## config.mk

```make
export PLATFORM = sky130hd
export DESIGN_NAME = mem_arbiter
export DESIGN_NICKNAME = d
export VERILOG_FILES = /design/src/rtl/mem_arbiter.sv
export SDC_FILE = /design/constraint.sdc
export NUM_CORES = 1
export LEC_CHECK = 0
export ABC_CLOCK_PERIOD_IN_PS = 5130
export BUFFER_PORTS_ARGS = -buffer_cell sky130_fd_sc_hd__buf_2
export CAP_MARGIN = 40
export CORE_ASPECT_RATIO = 2
export CORE_MARGIN = 2
export CORE_UTILIZATION = 40
export DETAILED_ROUTE_END_ITERATION = 12
export PLACE_DENSITY = 0.67
export SLEW_MARGIN = 20
export SYNTH_ARGS = -nofsm -noshare
export SYNTH_HDL_FRONTEND = slang
export SYNTH_SLANG_ARGS = --single-unit
```

## constraint.sdc

```tcl
create_clock -name clk -period 5.13 [get_ports clk]
set_clock_uncertainty 0.15 [all_clocks]
set_input_delay 1.026 -clock clk [delete_from_list [all_inputs] [get_ports clk]]
set_output_delay 1.026 -clock clk [all_outputs]
set_load 0.1 [all_outputs]
```

## src/rtl/mem_arbiter.sv

```systemverilog
`timescale 1ns/1ps
`default_nettype none
// ============================================================================
//  Module   : mem_arbiter
//  Purpose  : Two-port round-robin arbiter for a shared byte-wide RAM with a
//             registered read path. Serialises byte reads and writes from
//             port 0 (cpu core) and port 1 (host loader / debug monitor) onto
//             a single RAM port. A per-transfer lock keeps ownership across
//             multi-byte bursts. An unused lock is dropped after LOCK_TIMEOUT
//             idle cycles.
//  Ports    : clk, resetn (async, active low)
//             req/we/addr/wdata/lock (in), ack/rdata (out)  x2 requesters
//             mem_raddr, mem_waddr, mem_data_in, mem_write (out) -> RAM
//             mem_data_out (in) <- RAM registered read data
//             owner, busy (out) status
//  Revision : 1.0  initial release
// ============================================================================
module mem_arbiter #(
    parameter int ADDR_WIDTH   = 9,
    parameter int LOCK_TIMEOUT = 16
) (
    input  logic                  clk,
    input  logic                  resetn,
    input  logic                  req0,
    input  logic                  we0,
    input  logic [ADDR_WIDTH-1:0] addr0,
    input  logic [7:0]            wdata0,
    input  logic                  lock0,
    output logic                  ack0,
    output logic [7:0]            rdata0,
    input  logic                  req1,
    input  logic                  we1,
    input  logic [ADDR_WIDTH-1:0] addr1,
    input  logic [7:0]            wdata1,
    input  logic                  lock1,
    output logic                  ack1,
    output logic [7:0]            rdata1,
    output logic [ADDR_WIDTH-1:0] mem_raddr,
    output logic [ADDR_WIDTH-1:0] mem_waddr,
    output logic [7:0]            mem_data_in,
    output logic                  mem_write,
    input  logic [7:0]            mem_data_out,
    output logic                  owner,
    output logic                  busy
);

    localparam int CNT_W = $clog2(LOCK_TIMEOUT);

    typedef enum logic [2:0] {
        S_IDLE = 3'd0,
        S_RD1  = 3'd1,
        S_RD2  = 3'd2,
        S_WR   = 3'd3,
        S_ACK  = 3'd4
    } state_t;

    state_t                r_state;
    state_t                w_next;
    logic                  r_rr_last;
    logic                  r_locked;
    logic [CNT_W-1:0]      r_lock_cnt;

    logic                  w_grant;
    logic                  w_grant_valid;
    logic                  w_sel_we;
    logic [ADDR_WIDTH-1:0] w_sel_addr;
    logic [7:0]            w_sel_wdata;
    logic                  w_own_lock;

    // Arbitration and next-state decode
    always_comb begin
        w_grant       = 1'b0;
        w_grant_valid = 1'b0;
        if (r_locked) begin
            // Locked: the other port is not even looked at
            w_grant       = owner;
            w_grant_valid = owner ? req1 : req0;
        end else if (req0 && req1) begin
            w_grant       = ~r_rr_last;
            w_grant_valid = 1'b1;
        end else if (req0 || req1) begin
            w_grant       = req1;
            w_grant_valid = 1'b1;
        end

        w_sel_we    = w_grant ? we1    : we0;
        w_sel_addr  = w_grant ? addr1  : addr0;
        w_sel_wdata = w_grant ? wdata1 : wdata0;
        w_own_lock  = owner   ? lock1  : lock0;

        w_next = r_state;
        case (r_state)
            S_IDLE:  if (w_grant_valid) w_next = w_sel_we ? S_WR : S_RD1;
            S_RD1:   w_next = S_RD2;
            S_RD2:   w_next = S_ACK;
            S_WR:    w_next = S_ACK;
            S_ACK:   w_next = S_IDLE;
            default: w_next = S_IDLE;
        endcase
    end

    always_ff @(posedge clk or negedge resetn) begin
        if (!resetn) begin
            r_state <= S_IDLE;
        end else begin
            r_state <= w_next;
        end
    end

    // Registered outputs and arbitration bookkeeping
    always_ff @(posedge clk or negedge resetn) begin
        if (!resetn) begin
            ack0        <= 1'b0;
            ack1        <= 1'b0;
            rdata0      <= '0;
            rdata1      <= '0;
            mem_raddr   <= '0;
            mem_waddr   <= '0;
            mem_data_in <= '0;
            mem_write   <= 1'b0;
            owner       <= 1'b0;
            r_rr_last   <= 1'b1;     // port 0 wins the first tie
            r_locked    <= 1'b0;
            r_lock_cnt  <= '0;
        end else begin
            case (r_state)
                S_IDLE: begin
                    if (w_grant_valid) begin
                        owner      <= w_grant;
                        r_rr_last  <= w_grant;
                        r_lock_cnt <= '0;
                        if (w_sel_we) begin
                            mem_waddr   <= w_sel_addr;
                            mem_data_in <= w_sel_wdata;
                            mem_write   <= 1'b1;
                        end else begin
                            mem_raddr   <= w_sel_addr;
                        end
                    end else if (r_locked) begin
                        // Owner is holding the lock but not using it
                        if (r_lock_cnt == CNT_W'(LOCK_TIMEOUT - 1)) begin
                            r_locked   <= 1'b0;
                            r_lock_cnt <= '0;
                        end else begin
                            r_lock_cnt <= r_lock_cnt + 1'b1;
                        end
                    end
                end
                S_RD2: begin
                    // RAM data for the address issued at grant is valid now
                    if (owner) begin
                        rdata1 <= mem_data_out;
                        ack1   <= 1'b1;
                    end else begin
                        rdata0 <= mem_data_out;
                        ack0   <= 1'b1;
                    end
                end
                S_WR: begin
                    mem_write <= 1'b0;
                    if (owner) ack1 <= 1'b1;
                    else       ack0 <= 1'b1;
                end
                S_ACK: begin
                    // lock is sampled while the requester still shows the
                    // command that is being acknowledged
                    ack0       <= 1'b0;
                    ack1       <= 1'b0;
                    r_locked   <= w_own_lock;
                    r_lock_cnt <= '0;
                end
                default: ;
            endcase
        end
    end

    assign busy = (r_state != S_IDLE);

endmodule
`default_nettype wire
```

==> results.cfg <==
[critical_path]
slowest_stage = a221oi_2
cp_max_fo = 18
start_kind = input port
end_kind = flip-flop
path_buf_inv = 1
path_cells = buf_2, nor2b_2, a221oi_2, a21o_4, and2_4, mux2_4
path_class = in2reg
crit_family = compound AO/OA/AOI/OAI gates
critPathArrivalTime_ns = 2.65
max_stage_delay_ns = 0.39
cp.required_ns = 5.16

[clocking]
cts_hold_buf = 0
clk_latency_ns = 0.29
numCtsBuffers = 5
htree_num_levels = 2
cts.repair.resized = 0
root_buffer = clkbuf_16
cts_setup_buffers = 0
clockBufferDepth = 2
cts_sinks = 55
cts_tree = built
clk_pin_slew_ns = 0.07

[logic_synthesis]
netlist_area_um2 = 2520
synth_cell_types = 41
synth_edf_count = 0
synth.area.top_cells = dfrtp_1, mux2_2, mux2i_1
yosys_warnings = 0
syn_inst = 200
syn_avg_cell_area_um2 = 12.6
syn-num-nets = 251
yosysTopAreaCellShare = 0.535
yosysSeqAreaShare = 0.546
yosysTopAreaCell = dfrtp_1
async_flop_share = 1.00
synth_seq_cells = 55
synth_ff_type = dfrtp_1

[die]
fp.coreArea_um2 = 6210
die_area_um2 = 7000
start_util = 0.407
num_rows = 41
die_y_um = 116
die_x_um = 60.2
ios = 97

[route]
num_vias = 1931
ant_nets = 0
dr.pass1.iters = 5
drtIter0Drc = 87
drt-total-wl_um = 5350
drc_errors = 0
wl_per_cell_um = 13.9
vias_per_cell = 5.03

[layout]
nNetsFinal = 348
stdcell_count = 384
drive_gt1_frac = 0.523
syn_to_final_growth_pct = 27.5
nFillCells = 540
layout_commonest_cell = buf_2
utilization = 0.519
insertedDiodeCount = 0
final_cell_mix = buf_2, dfrtp_1, a21oi_1

[timing]
max_freq_mhz = 381
min_period_over_period = 0.511
relSlewSlack = 0.512
hold_violations = 0
worst_pin_slew_ns = 0.728
setup_violations = 0
tns_ns = 0
rsz0062_at_grt = false
finalCriticalPeriod_ns = 2.62
maxSlewViolCount = 0

[placed_design]
placedCellCount = 376
dpl.hpwl_um = 3960
port_buffers = 96
place.gp.congestion = 0.746

[global_route]
grt_max_degree = 30
grt_pass1_wl_um = 8560
antenna_found_initial = 0
groute.usage.overall = 0.161
overflow = 0
grt_pass1_vias = 1843

[job]
drv_cap = 0

[outcome]
status = finished clean

[hold_path]
hold_path_class = reg2reg
layout make-up:
class                   instances  area (um2)  share of cell area
repair buffers                 99         499               0.155
well taps                      86         108              0.0334
inverters                       5        18.8             0.00583
clock buffers                   5         125              0.0389
flip-flops and latches         55        1380               0.428
multi-input cells             131        1070               0.331
clock inverters                 3        25.0             0.00777
stage by stage:
step / worst slack (ns) / hold slack, ns / area (um2)
4_1_cts: 2.50 / 0.327 / 3220
2_1_floorplan: 2.54 / 0.298 / 2520
3_5_place_dp: 2.18 / 0.316 / 3070
5_1_grt: 2.43 / 0.363 / 3220
3_3_place_gp: 2.24 / 0.310 / 3070
6_report: 2.51 / 0.326 / 3220
final timing paths:
| check | start | endpoint | cells after the start | slack [ns] |
|---|---|---|---|---|
| max | req1 | mem_waddr[7] | 6 | 2.51 |
| max in group asynchronous | resetn | r_rr_last | 2 | 3.42 |
| min in group asynchronous | resetn | r_lock_cnt[0] | 1 | 0.58 |
| max reg2reg | r_locked | mem_waddr[7] | 5 | 2.85 |
| min | r_rr_last | r_rr_last | 2 | 0.33 |
| min reg2reg | r_rr_last | r_rr_last | 2 | 0.33 |
sequential cells by signal, indices dropped and copies added (netlist names):
signal and count:
ack0 1, ack1 1, mem_data_in 8, mem_raddr 9
mem_waddr 9, mem_write 1, owner 1, r_lock_cnt 4
r_locked 1, r_rr_last 1, r_state 3, rdata0 8
rdata1 8
cell usage after synthesis, drive strengths merged (2+ instances only):
cell type,count
dfrtp,54
inv,5
o21ai,6
a22o,3
nor2,9
mux2,25
a21o,3
nor3b,2
nor3,3
clkbuf,2
buf,7
a31oi,2
nand3,2
mux2i,15
nand2,6
a21oi,39
per-layer routing:
metal | track usage | routed length (um) | share of wire
met4 | 0.0607 | 83 | 0.016
met3 | 0.0310 | 354 | 0.066
met2 | 0.241 | 2470 | 0.46
met5 | 0 | 0 | 0
met1 | 0.228 | 2450 | 0.46
kinds of logic (layout without fill, tap and decap cells):
kind of cell               after synthesis  in the layout  share of synthesized area
muxes                                   40             40                      0.175
buffers and inverters                   14            112                     0.0322
and+or+nand+nor                         27             27                     0.0619
adders and majority gates                1              1                    0.00495
DFF                                     55             55                      0.546
AOI/OAI and AO/OA                       63             63                      0.180
tightest hold or removal path: stages, from the launching register on:
cell and delay [ns]:
dfstp_2 0.37, inv_1 0.05, a21oi_1 0.05
Power is left out: the tool's default activity adds up to more than one toggle a clock period on the data nets, which glitch-free logic cannot reach.
